## src/rtl/uart_prog_loader.sv

```systemverilog
// rtl/uart_prog_loader.sv - UART byte stream to program-ROM word writes with length, checksum and timeout.
module uart_prog_loader #(
  parameter int ADDR_W      = 14,
  parameter int TIMEOUT_CYC = 1000000
) (
  input  logic              clk,
  input  logic              rst,
  input  logic              start,
  input  logic [7:0]        rx_data,
  input  logic              rx_valid,
  output logic              upg_wen_o,
  output logic [ADDR_W-1:0] upg_adr_o,
  output logic [31:0]       upg_dat_o,
  output logic              upg_done_o,
  output logic              busy_o,
  output logic              err_o,
  output logic              cpu_hold_o
);

  localparam int TW = $clog2(TIMEOUT_CYC + 1);
  localparam int IW = ADDR_W + 1;
  localparam logic [31:0] MAX_LEN = 32'd1 << ADDR_W;

  typedef enum logic [2:0] {IDLE, LEN_LO, LEN_HI, DATA, CSUM, DONE, ERR} state_t;

  state_t          state, state_nx;
  logic [15:0]     len;
  logic [IW-1:0]   widx;
  logic [1:0]      bidx;
  logic [7:0]      csum;
  logic [23:0]     shreg;
  logic [TW-1:0]   tcnt;
  logic            busy;
  logic            timeout;
  logic            word_last;
  logic            len_bad;
  logic            len_zero;

  assign busy      = (state == LEN_LO) || (state == LEN_HI) || (state == DATA) || (state == CSUM);
  assign timeout   = busy && !rx_valid && (tcnt == TW'(TIMEOUT_CYC - 1));
  assign word_last = (32'(widx) + 32'd1) == 32'(len);
  assign len_bad   = 32'({rx_data, len[7:0]}) > MAX_LEN;
  assign len_zero  = ({rx_data, len[7:0]} == 16'd0);

  assign busy_o     = busy;
  assign cpu_hold_o = busy;
  assign upg_done_o = (state == DONE);
  assign err_o      = (state == ERR);

  always_ff @(posedge clk or negedge rst) begin
    if (!rst) state <= IDLE;
    else      state <= state_nx;
  end

  always_comb begin
    state_nx = state;
    case (state)
      IDLE, DONE, ERR: if (start) state_nx = LEN_LO;
      LEN_LO: begin
        if (rx_valid)     state_nx = LEN_HI;
        else if (timeout) state_nx = ERR;
      end
      LEN_HI: begin
        if (rx_valid)     state_nx = len_bad ? ERR : (len_zero ? CSUM : DATA);
        else if (timeout) state_nx = ERR;
      end
      DATA: begin
        if (rx_valid && bidx == 2'd3 && word_last) state_nx = CSUM;
        else if (timeout)                          state_nx = ERR;
      end
      CSUM: begin
        if (rx_valid)     state_nx = (rx_data == csum) ? DONE : ERR;
        else if (timeout) state_nx = ERR;
      end
      default: state_nx = IDLE;
    endcase
  end

  // The write is registered so it lands the cycle after the 4th byte while DATA keeps accepting bytes.
  always_ff @(posedge clk or negedge rst) begin
    if (!rst) begin
      len       <= '0;
      widx      <= '0;
      bidx      <= '0;
      csum      <= '0;
      shreg     <= '0;
      tcnt      <= '0;
      upg_wen_o <= 1'b0;
      upg_adr_o <= '0;
      upg_dat_o <= '0;
    end else begin
      upg_wen_o <= 1'b0;
      if (!busy || rx_valid) tcnt <= '0;
      else                   tcnt <= tcnt + TW'(1);

      if (!busy && start) begin
        widx <= '0;
        bidx <= '0;
        csum <= '0;
      end

      if (rx_valid) begin
        case (state)
          LEN_LO: len[7:0]  <= rx_data;
          LEN_HI: len[15:8] <= rx_data;
          DATA: begin
            csum <= csum ^ rx_data;
            bidx <= bidx + 2'd1;
            if (bidx == 2'd3) begin
              upg_wen_o <= 1'b1;
              upg_adr_o <= widx[ADDR_W-1:0];
              upg_dat_o <= {rx_data, shreg};
              widx      <= widx + IW'(1);
            end else begin
              shreg[{bidx, 3'b000} +: 8] <= rx_data;
            end
          end
          default: ;
        endcase
      end
    end
  end

endmodule
```

## config.mk

```make
export PLATFORM = sky130hd
export DESIGN_NAME = uart_prog_loader
export DESIGN_NICKNAME = d
export VERILOG_FILES = /design/src/rtl/uart_prog_loader.sv
export SDC_FILE = /design/constraint.sdc
export NUM_CORES = 1
export LEC_CHECK = 0
export BUFFER_PORTS_ARGS = -buffer_cell sky130_fd_sc_hd__buf_2
export CORE_MARGIN = 10
export CORE_UTILIZATION = 50
export CTS_CLUSTER_DIAMETER = 60
export DETAILED_ROUTE_END_ITERATION = 6
export PLACE_DENSITY = 0.69
export RECOVER_POWER = 50
export REMOVE_ABC_BUFFERS = 1
export SYNTH_ARGS = -nofsm -noshare
export SYNTH_HDL_FRONTEND = slang
export SYNTH_SLANG_ARGS = --single-unit
```

## constraint.sdc

```tcl
create_clock -name clk -period 3.1 [get_ports clk]
set_clock_uncertainty 0.2 [all_clocks]
set_input_delay 0.62 -clock clk [delete_from_list [all_inputs] [get_ports clk]]
set_output_delay 0.62 -clock clk [all_outputs]
set_load 0.01 [all_outputs]
```

==> flow_summary.toml, run 1 <==
[clocking]
worstSkewPairLatency_ns = 0.42
cts_htree_levels = 4
cts.sinks = 135
cts_buffers = 17
clockBufferDepth = 2
ctsRootBufferMaster = "clkbuf_16"
cts.clk_slew.worst_paths_ns = 0.06
cts_tree = "done"
cts_setup_buffers = 0

[worst_setup_path]
criticalPathCategory = "reg -> reg"
path_buf_inv = 0
r2r_end = "state[0]"
cp_data_required_time_ns = 3.21
cp_slowest_cell = "dfrtp_1"
crit_family = "simple AND/OR/NAND/NOR gates"
worstPathArrival_ns = 2.93
end_kind = "register"
crit_chain = "nand3_1 > or3_1 > and4b_1 > a311oi_1 > a211oi_1 > and4_1 > o31ai_1"
worst-r2r-cell-count = 7
worst_path_largest_cell_delay_ns = 0.54
worstPathMaxFanout = 12
r2r-start = "widx[2]"
r2r_slack_ns = 0.28
critPathLaunch = "widx[2]"
start_kind = "register"

[global_routing]
grt_max_degree = 57
antenna_found_initial = 0
grtUsageTotal = 0.171
first_global_vias = 4959
grt_pass1_wl_um = 25000
grt-ovfl-total = 0

[sta]
worstMarginPinSlew_ns = 1.23
setup_viol = 0
drv_slew = 0
slew_headroom = 0.178
rsz0062_at_grt = "no"
period_needed_ns = 2.82
fin_crit_sh = 0.909
hold_violations = 0
fmax_ghz = 0.355

[synthesis]
synth.distinct_cells = 58
ys.warnings.count = 0
syn_inst = 679
synth_edf_count = 0
synth_area_leaders = "dfrtp_1, nand2_1, mux2_2, o21ai_0, nor2_1"
syn_area_per_cell_sq_um = 9.52
ys_seq_elements = 135
yosysTopAreaCell = "dfrtp_1"
synth_area_sq_um = 6470
ys_async_sr_fraction = 1.00
seq_area_frac_synth = 0.522
synth_top_area_frac = 0.522
synth_ff_type = "dfrtp_1"

[floorplanning]
fp.coreArea_sq_um = 12600
die_w_um = 134
die_h_um = 134
io_pins = 63
die-area_sq_um = 17900
start_util = 0.512
row_count = 41

[final_layout]
drive_gt1_frac = 0.143
n_fill_cell = 1114
post-route-util = 0.598
multi_input_area_sq_um = 2910
antenna_cells = 0
nNetsFinal = 758
final_area_sq_um = 7550
syn_to_final_growth_pct = 16.7
seq_area_sq_um = 3380

[detailed_routing]
first_pass_iters = 5
drc = 0
wl_per_cell_um = 16.0
ant_nets = 0
via_per_inst = 5.46
routed_wl_um = 14800
vias = 5032
drt-initial-drc-count = 339

[place]
hpwl_um = 10200
portBuffers = 62
place_congestion = 0.879
placed_area_sq_um = 6970

[pwr]
power_density_nw_per_um2 = 835
ir_drop_v = 0.000447
p_leak_uw = 0.00344
total_power_uw = 6300

[hold_path]
hold_end = "upg_dat_o[7]"
hold_path_depth = 2
hp-class = "reg -> reg"
worstHoldStart = "shreg[7]"

[status]
status = "complete, no violations"

[job]
drv_cap = 0
-- sequential cells by signal (all words and copies together) (netlist names) --
| name | flops |
|---|---|
| upg_adr_o | 14 |
| csum | 8 |
| shreg | 24 |
| widx | 15 |
| bidx | 2 |
| upg_wen_o | 1 |
| state | 3 |
| tcnt | 20 |
| upg_dat_o | 32 |
| len | 16 |
-- kinds of logic (layout without fill, tap and decap cells) --
family | Yosys count | after routing | share of synthesized area
muxes | 38 | 38 | 0.0660
buffers and inverters | 46 | 117 | 0.0286
and+or+nand+nor | 305 | 305 | 0.217
AOI/OAI and AO/OA | 110 | 110 | 0.100
DFF | 135 | 135 | 0.522
adders and majority gates | 8 | 8 | 0.0155
xor gates and xnor gates | 37 | 37 | 0.0501
-- per-layer routing --
| metal | wire length [um] | GRT usage | vias up |
|---|---|---|---|
| met1 | 6720 | 0.218 | 2439 |
| met4 | 266 | 0.0635 | 0 |
| li1 | - | - | 2445 |
| met3 | 808 | 0.0474 | 24 |
| met5 | 0 | 0 | - |
| met2 | 7000 | 0.271 | 124 |
-- metrics by stage --
stage,std cells,setup slack (ns),hold slack [ns],setup TNS [ns]
4_1_cts,922,0.346,0.267,0
6_report,922,0.282,0.265,0
3_3_place_gp,890,0.439,0.252,0
3_5_place_dp,890,0.361,0.252,0
2_1_floorplan,642,-0.862,0.124,-20.20
5_1_grt,922,0.130,0.286,0
-- cell type report --
| class | instances | area share |
|---|---|---|
| Sequential cell | 135 | 0.448 |
| Timing Repair Buffer | 77 | 0.0499 |
| Multi-Input combinational cell | 498 | 0.385 |
| Inverter | 9 | 0.00448 |
| Tap cell | 172 | 0.0285 |
| Clock buffer | 21 | 0.0623 |
| Clock inverter | 10 | 0.0222 |
-- cell usage in the layout (no fill, tap or decap), drive strengths merged, types with 13 or more instances in the layout --
master and instances:
nand2 161, dfrtp 135, o21ai 71, clkbuf 70, nor2 54, mux2 37, buf 27, xor2 22
nand3 18, xnor2 15, nor3 13
-- synth_stat cells (2+ instances only) --
library cell  instances
nand2_1             161
dfrtp_1             135
o21ai_0              71
nor2_1               54
mux2_2               37
clkbuf_1             27
xor2_1               22
nand3_1              18
xnor2_1              15
a21oi_1              11
nand4_1              11
nor3_1               11
inv_1                 9
ha_1                  8
o31ai_1               7
and3_1                6
buf_2                 6
nor2b_1               6
nor3b_1               6
or3_1                 5
and4_1                3
nand3b_1              3
nor4_1                3
or2_2                 3
a211oi_1              2
a221oi_1              2
a22o_1                2
and2_1                2
buf_1                 2
nand2b_1              2
o41ai_1               2
-- worst min-delay path, cell delays in order (launching register included) --
cell     delay [ns]
dfrtp_1        0.34
nand2_1        0.05
nand2_1        0.05
-- how the worst max path moves through the flow --
stage,endpoint,slack (ns),cells past startpoint
5_1_grt,state[0],0.13,7
3_3_place_gp,state[2],0.44,7
2_1_floorplan,widx[14],-0.86,7
6_report,state[0],0.28,7
4_1_cts,state[0],0.35,7
3_5_place_dp,state[0],0.36,7
-- timing repair --
action | 4_1_cts | 5_1_grt
hold endpoints to repair | 48 | 0
gates resized for setup | 0 | 0
hold buffers | 1 | 0
setup endpoints to repair | 0 | 0
-- power breakdown --
part | internal [uW] | switching, uW
sequential | 2210 | 361
clock | 1410 | 752
combinational | 683 | 890
(Power assumes the default switching activity.)
==> run 2: changes to the inputs <==
Settings changed: PLACE_DENSITY 0.69 to 0.72.
Clock period 3.1 ns to 2.31 ns, I/O delays scaled along.
==> run 2 against run 1 <==
The run now ends with setup timing left. Global-route usage increased by 1.6 points. Combinational power increased by 60%. Routed wire length increased by 7.6%. Critical path depth unchanged. Utilization increased by 4.7 points. Sequential cell count unchanged. Via count increased by 6.2%. Cell count increased by 6.6%. Power increased by 42%. Clock-buffer cell count decreased by 1. Setup slack got worse by 0.52 ns. Die area unchanged. Largest cell class unchanged. Highest routed layer unchanged.
==> flow_summary.toml, run 2 (synthesis results as in run 1) <==
[detailed_routing]
drt-initial-drc-count = 486
met2_length_um = 8050
vias = 5343
wl_per_cell_um = 16.2
drc = 0
met3WireLength_um = 775
drt-met1-wl_um = 6740
ant_nets = 0
via_per_inst = 5.44
top_layer = "met4"
routed_wl_um = 15900
first_pass_iters = 5

[clocking]
cts.clk_slew.worst_paths_ns = 0.06
ctsRootBufferMaster = "clkbuf_16"
cts.sinks = 135
worstSkewPairLatency_ns = 0.43
clockBufferDepth = 2
cts_tree = "done"
cts_htree_levels = 4
cts_buffers = 17

[sta]
hold_violations = 0
drv_slew = 0
rsz0062_at_grt = "yes"
period_needed_ns = 2.55
worstMarginPinSlew_ns = 0.768
slew_headroom = 0.488
setup_slack_ns = -0.238
timing.hold.ws_ns = 0.208
fmax_ghz = 0.392
setup_viol = 3
fin_crit_sh = 1.10
final.setup.tns_ns = -0.570

[pwr]
power_density_nw_per_um2 = 1100
p_leak_uw = 0.00388
ir_drop_v = 0.000555

[worst_setup_path]
cp_slowest_cell = "or4_4"
start_kind = "register"
critPathMostFrequentCell = "or4_4"
worstPathArrival_ns = 2.65
end_kind = "register"
path_buf_inv = 0
worst_path_largest_cell_delay_ns = 0.55
worstPathMaxFanout = 2
r2r_slack_ns = -0.24
cp_data_required_time_ns = 2.41
crit_family = "simple AND/OR/NAND/NOR gates"
crit_chain = "or4_4 > or4_4 > nor3_4 > nor3_2 > or3b_1 > o211ai_2 > o31ai_1"
criticalPathCategory = "reg -> reg"

[final_layout]
regMostFlops = "upg_dat_o"
nNetsFinal = 819
syn_to_final_growth_pct = 25.8
post-route-util = 0.645
antenna_cells = 0
final_cell_mix = "nand2_1, dfrtp_1, o21ai_0"
drive_gt1_frac = 0.252
n_fill_cell = 1038
final_common_cell = "nand2_1"
reg_top3 = "upg_dat_o x32, shreg x24, tcnt x20"
largest_reg_flops = 32

[status]
violations = "setup timing"
status = "complete, but fails checks"

[global_routing]
grt_pass1_wl_um = 27000
grt-ovfl-total = 0
grt_max_degree = 65
grtUsageTotal = 0.187
antenna_found_initial = 0
first_global_vias = 5372

[floorplanning]
die-area_sq_um = 17900
io_pins = 63
start_util = 0.512
die_h_um = 134
row_count = 41
die_w_um = 134
fp.coreArea_sq_um = 12600

[place]
place_congestion = 0.916
pre_cts_slack_ns = -0.231
hpwl_um = 11300
portBuffers = 62

[job]
drv_cap = 0

[hold_path]
hp-class = "in -> reg"
[run 2: cell types whose count changed in the layout (fill, tap and decap cells not counted), moves of 2 or more]
cell,change
clkbuf_1,-21
clkbuf_2,+2
buf_4,+55
nand2_2,+4
clkbuf_8,-2
nand2_1,-4
nor3_1,-2
buf_2,+24
bufinv_16,+2
[run 2: per-stage QoR]
step | total power, uW | std cells | area [sq um]
global route | 9460 | 983 | 8140
finish | 8940 | 983 | 8140
detailed placement | 5840 | 949 | 7460
floorplan | 4780 | 642 | 6320
CTS | 9000 | 983 | 8190
global placement | 5720 | 949 | 7460
[run 2: worst paths after layout]
check / from / end / cells after the start
max: tcnt[13] / state[0] / 7
min: rx_data[6] / csum[6] / 3
max reg2reg: tcnt[13] / state[0] / 7
min reg2reg: shreg[12] / upg_dat_o[12] / 2
max in group asynchronous: rst / upg_dat_o[23] / 4
min in group asynchronous: rst / upg_adr_o[4] / 2
[run 2: tightest hold or removal path: stages]
cell and delay [ns]:
buf_2 0.17, nand2_1 0.07, o21ai_0 0.08
[run 2: power breakdown]
group / internal [uW] / switching, uW
registers: 2960 / 423
logic: 1140 / 1370
clock network: 2050 / 998
total: 6150 / 2790
[run 2: layout make-up]
type / count / area, sq um / area share
clock inverters: 11 / 221 / 0.0272
clock buffers: 20 / 447 / 0.0549
well taps: 172 / 215 / 0.0264
repair buffers: 138 / 868 / 0.107
flip-flops and latches: 135 / 3380 / 0.415
multi-input cells: 498 / 2970 / 0.365
inverters: 9 / 33.8 / 0.00415
[run 2: per-layer routing]
metal | vias up | GRT usage
li1 | 2568 | -
met1 | 2626 | 0.223
met2 | 123 | 0.308
met3 | 26 | 0.0447
met4 | 0 | 0.0925
met5 | - | 0
[run 2: repair_timing]
| item | 4_1_cts | 5_1_grt |
|---|---|---|
| buffers inserted | 2 | 0 |
| hold endpoints to repair | 24 | 0 |
| resized for setup | 10 | 10 |
| endpoints found under the setup margin | 20 | 30 |
| hold buffers | 1 | 0 |
| pin swaps | 7 | 0 |
==> run 3: changes to the inputs <==
Settings changed: CELL_PAD_IN_SITES_DETAIL_PLACEMENT from default to 1, CELL_PAD_IN_SITES_GLOBAL_PLACEMENT from default to 1, CORE_UTILIZATION 50 to 41, PLACE_DENSITY 0.72 to default, PLACE_DENSITY_LB_ADDON from default to 0.1.
==> run 3 against run 2 <==
The run still ends with setup timing left. Power is 1.6% lower. Sequential share of layout area is 0.21 points lower. Clock power is 8.5% lower. Hold slack got worse by 0.0088 ns. Cell area is 0.51% higher. Die area grew 19%. First-iteration DRC count shrank 34%. Cell count is 4.7% higher. Via count up 1.6%. Register-to-register slack worse by 0.06 ns. Largest cell class unchanged. Largest power group unchanged.
==> flow_summary.toml, run 3 (synthesis results as in run 1) <==
[clocking]
cts.sinks = 135
cts_htree_levels = 4
cts.clk_slew.worst_paths_ns = 0.06
clockBufferDepth = 2
worstSkewPairLatency_ns = 0.42
ctsRootBufferMaster = "clkbuf_16"
cts_buffers = 17
cts_tree = "done"

[final_layout]
regMostFlops = "upg_dat_o"
post-route-util = 0.534
syn_to_final_growth_pct = 26.5
n_fill_cell = 1777
nNetsFinal = 826
multi_input_area_sq_um = 3010
reg_top3 = "upg_dat_o x32, shreg x24, tcnt x20"
final_common_cell = "nand2_1"
seq_area_sq_um = 3380
final_cell_mix = "nand2_1, dfrtp_1, buf_4"
antenna_cells = 0
largest_reg_flops = 32
drive_gt1_frac = 0.241

[sta]
hold_violations = 0
timing.hold.ws_ns = 0.199
setup_slack_ns = -0.298
setup_viol = 5
worstMarginPinSlew_ns = 1.23
fin_crit_sh = 1.13
period_needed_ns = 2.61
slew_headroom = 0.179
drv_slew = 0
fmax_ghz = 0.383
rsz0062_at_grt = "yes"

[worst_setup_path]
worst-r2r-cell-count = 8
cp_data_required_time_ns = 2.47
criticalPathCategory = "reg -> reg"
crit_chain = "or4_4 > or4_4 > nor3_4 > buf_6 > a211oi_2 > nor3_2 > or2_4 > o22a_1"
crit_family = "simple AND/OR/NAND/NOR gates"
r2r_slack_ns = -0.30
start_kind = "register"
r2r_end = "state[2]"
r2r-start = "tcnt[11]"
worstPathMaxFanout = 2
critPathMostFrequentCell = "or4_4"
worstPathArrival_ns = 2.77
cp_slowest_cell = "or4_4"
worst_path_largest_cell_delay_ns = 0.56
path_buf_inv = 1
end_kind = "register"

[floorplanning]
start_util = 0.422
die-area_sq_um = 21200
io_pins = 63
fp.coreArea_sq_um = 15300
die_w_um = 146
row_count = 45
die_h_um = 146

[detailed_routing]
vias = 5426
via_per_inst = 5.27
first_pass_iters = 4
drc = 0
routed_wl_um = 18900
ant_nets = 0
wl_per_cell_um = 18.4
drt-initial-drc-count = 323

[hold_path]
hp-class = "in -> reg"
hold_path_depth = 3
hold_end = "csum[6]"
worstHoldStart = "rx_data[6]"

[global_routing]
grt_max_degree = 65
grtUsageTotal = 0.182
antenna_found_initial = 0
grt_pass1_wl_um = 31600
grt-ovfl-total = 0
first_global_vias = 5929

[place]
portBuffers = 62
pre_cts_slack_ns = -0.333
hpwl_um = 12800
place_congestion = 0.864

[status]
status = "complete, but fails checks"
violations = "setup timing"

[pwr]
p_leak_uw = 0.00380
ir_drop_v = 0.000659
power_density_nw_per_um2 = 1070

[job]
drv_cap = 0
## run 3: cell types whose count changed in the layout (fill, tap and decap cells not counted), moves of 3 or more
| cell | change |
|---|---|
| bufinv_16 | -3 |
| nand2_2 | -3 |
| buf_2 | -20 |
| clkbuf_2 | -3 |
| clkbuf_1 | +16 |
| buf_4 | +11 |
| nor3_2 | +3 |
## run 3: how the worst max path moves through the flow
stage                from  cells past startpoint  endpoint
6_report         tcnt[11]                      8  state[2]
5_1_grt           tcnt[7]                      8  state[2]
4_1_cts           tcnt[8]                      7  state[0]
3_5_place_dp   rx_data[2]                      8  state[2]
3_3_place_gp   rx_data[2]                      8  state[2]
2_1_floorplan    state[2]                      7  widx[12]
## run 3: area by class of cell
cell class	count	area share
Clock inverter	14	0.0217
Sequential cell	135	0.413
Inverter	9	0.00413
Multi-Input combinational cell	498	0.368
Tap cell	211	0.0323
Clock buffer	17	0.0520
Timing Repair Buffer	145	0.109
## run 3: where the power goes
group          switching [uW]  leakage (uW)  internal (uW)
combinational            1450       0.00171           1150
clock                    1090      0.000282           1700
sequential                438       0.00181           2960
total                    2980       0.00380           5810
## run 3: routing by layer
layer,GRT usage,share of wire,vias to the layer above
met5,0,0,-
met4,0.0602,0.016,0
met3,0.0422,0.036,25
met2,0.306,0.50,91
met1,0.225,0.45,2741
li1,-,-,2569
## run 3: repair_timing
item | 4_1_cts | 5_1_grt
gates resized for setup | 10 | 16
buffers inserted | 3 | 3
hold buffers | 1 | 0
pin swaps | 6 | 6
hold endpoints to repair | 41 | 0
setup endpoints to repair | 18 | 34
## run 3: worst min-delay path: cells and delay by family
kind / cells / cell delay, ns
AOI/OAI and AO/OA: 1 / 0.07
buffers and inverters: 1 / 0.17
and+or+nand+nor: 1 / 0.07
## run 3: stage by stage
stage,instances,setup TNS [ns],power [uW],area [sq um]
detailed placement,991,-2.02,5960,7480
CTS,1026,-1.02,8840,8160
global route,1029,-2.37,9380,8180
finish,1029,-0.935,8790,8180
floorplan,642,-65.25,4780,6320
global placement,991,-0.810,5810,7480
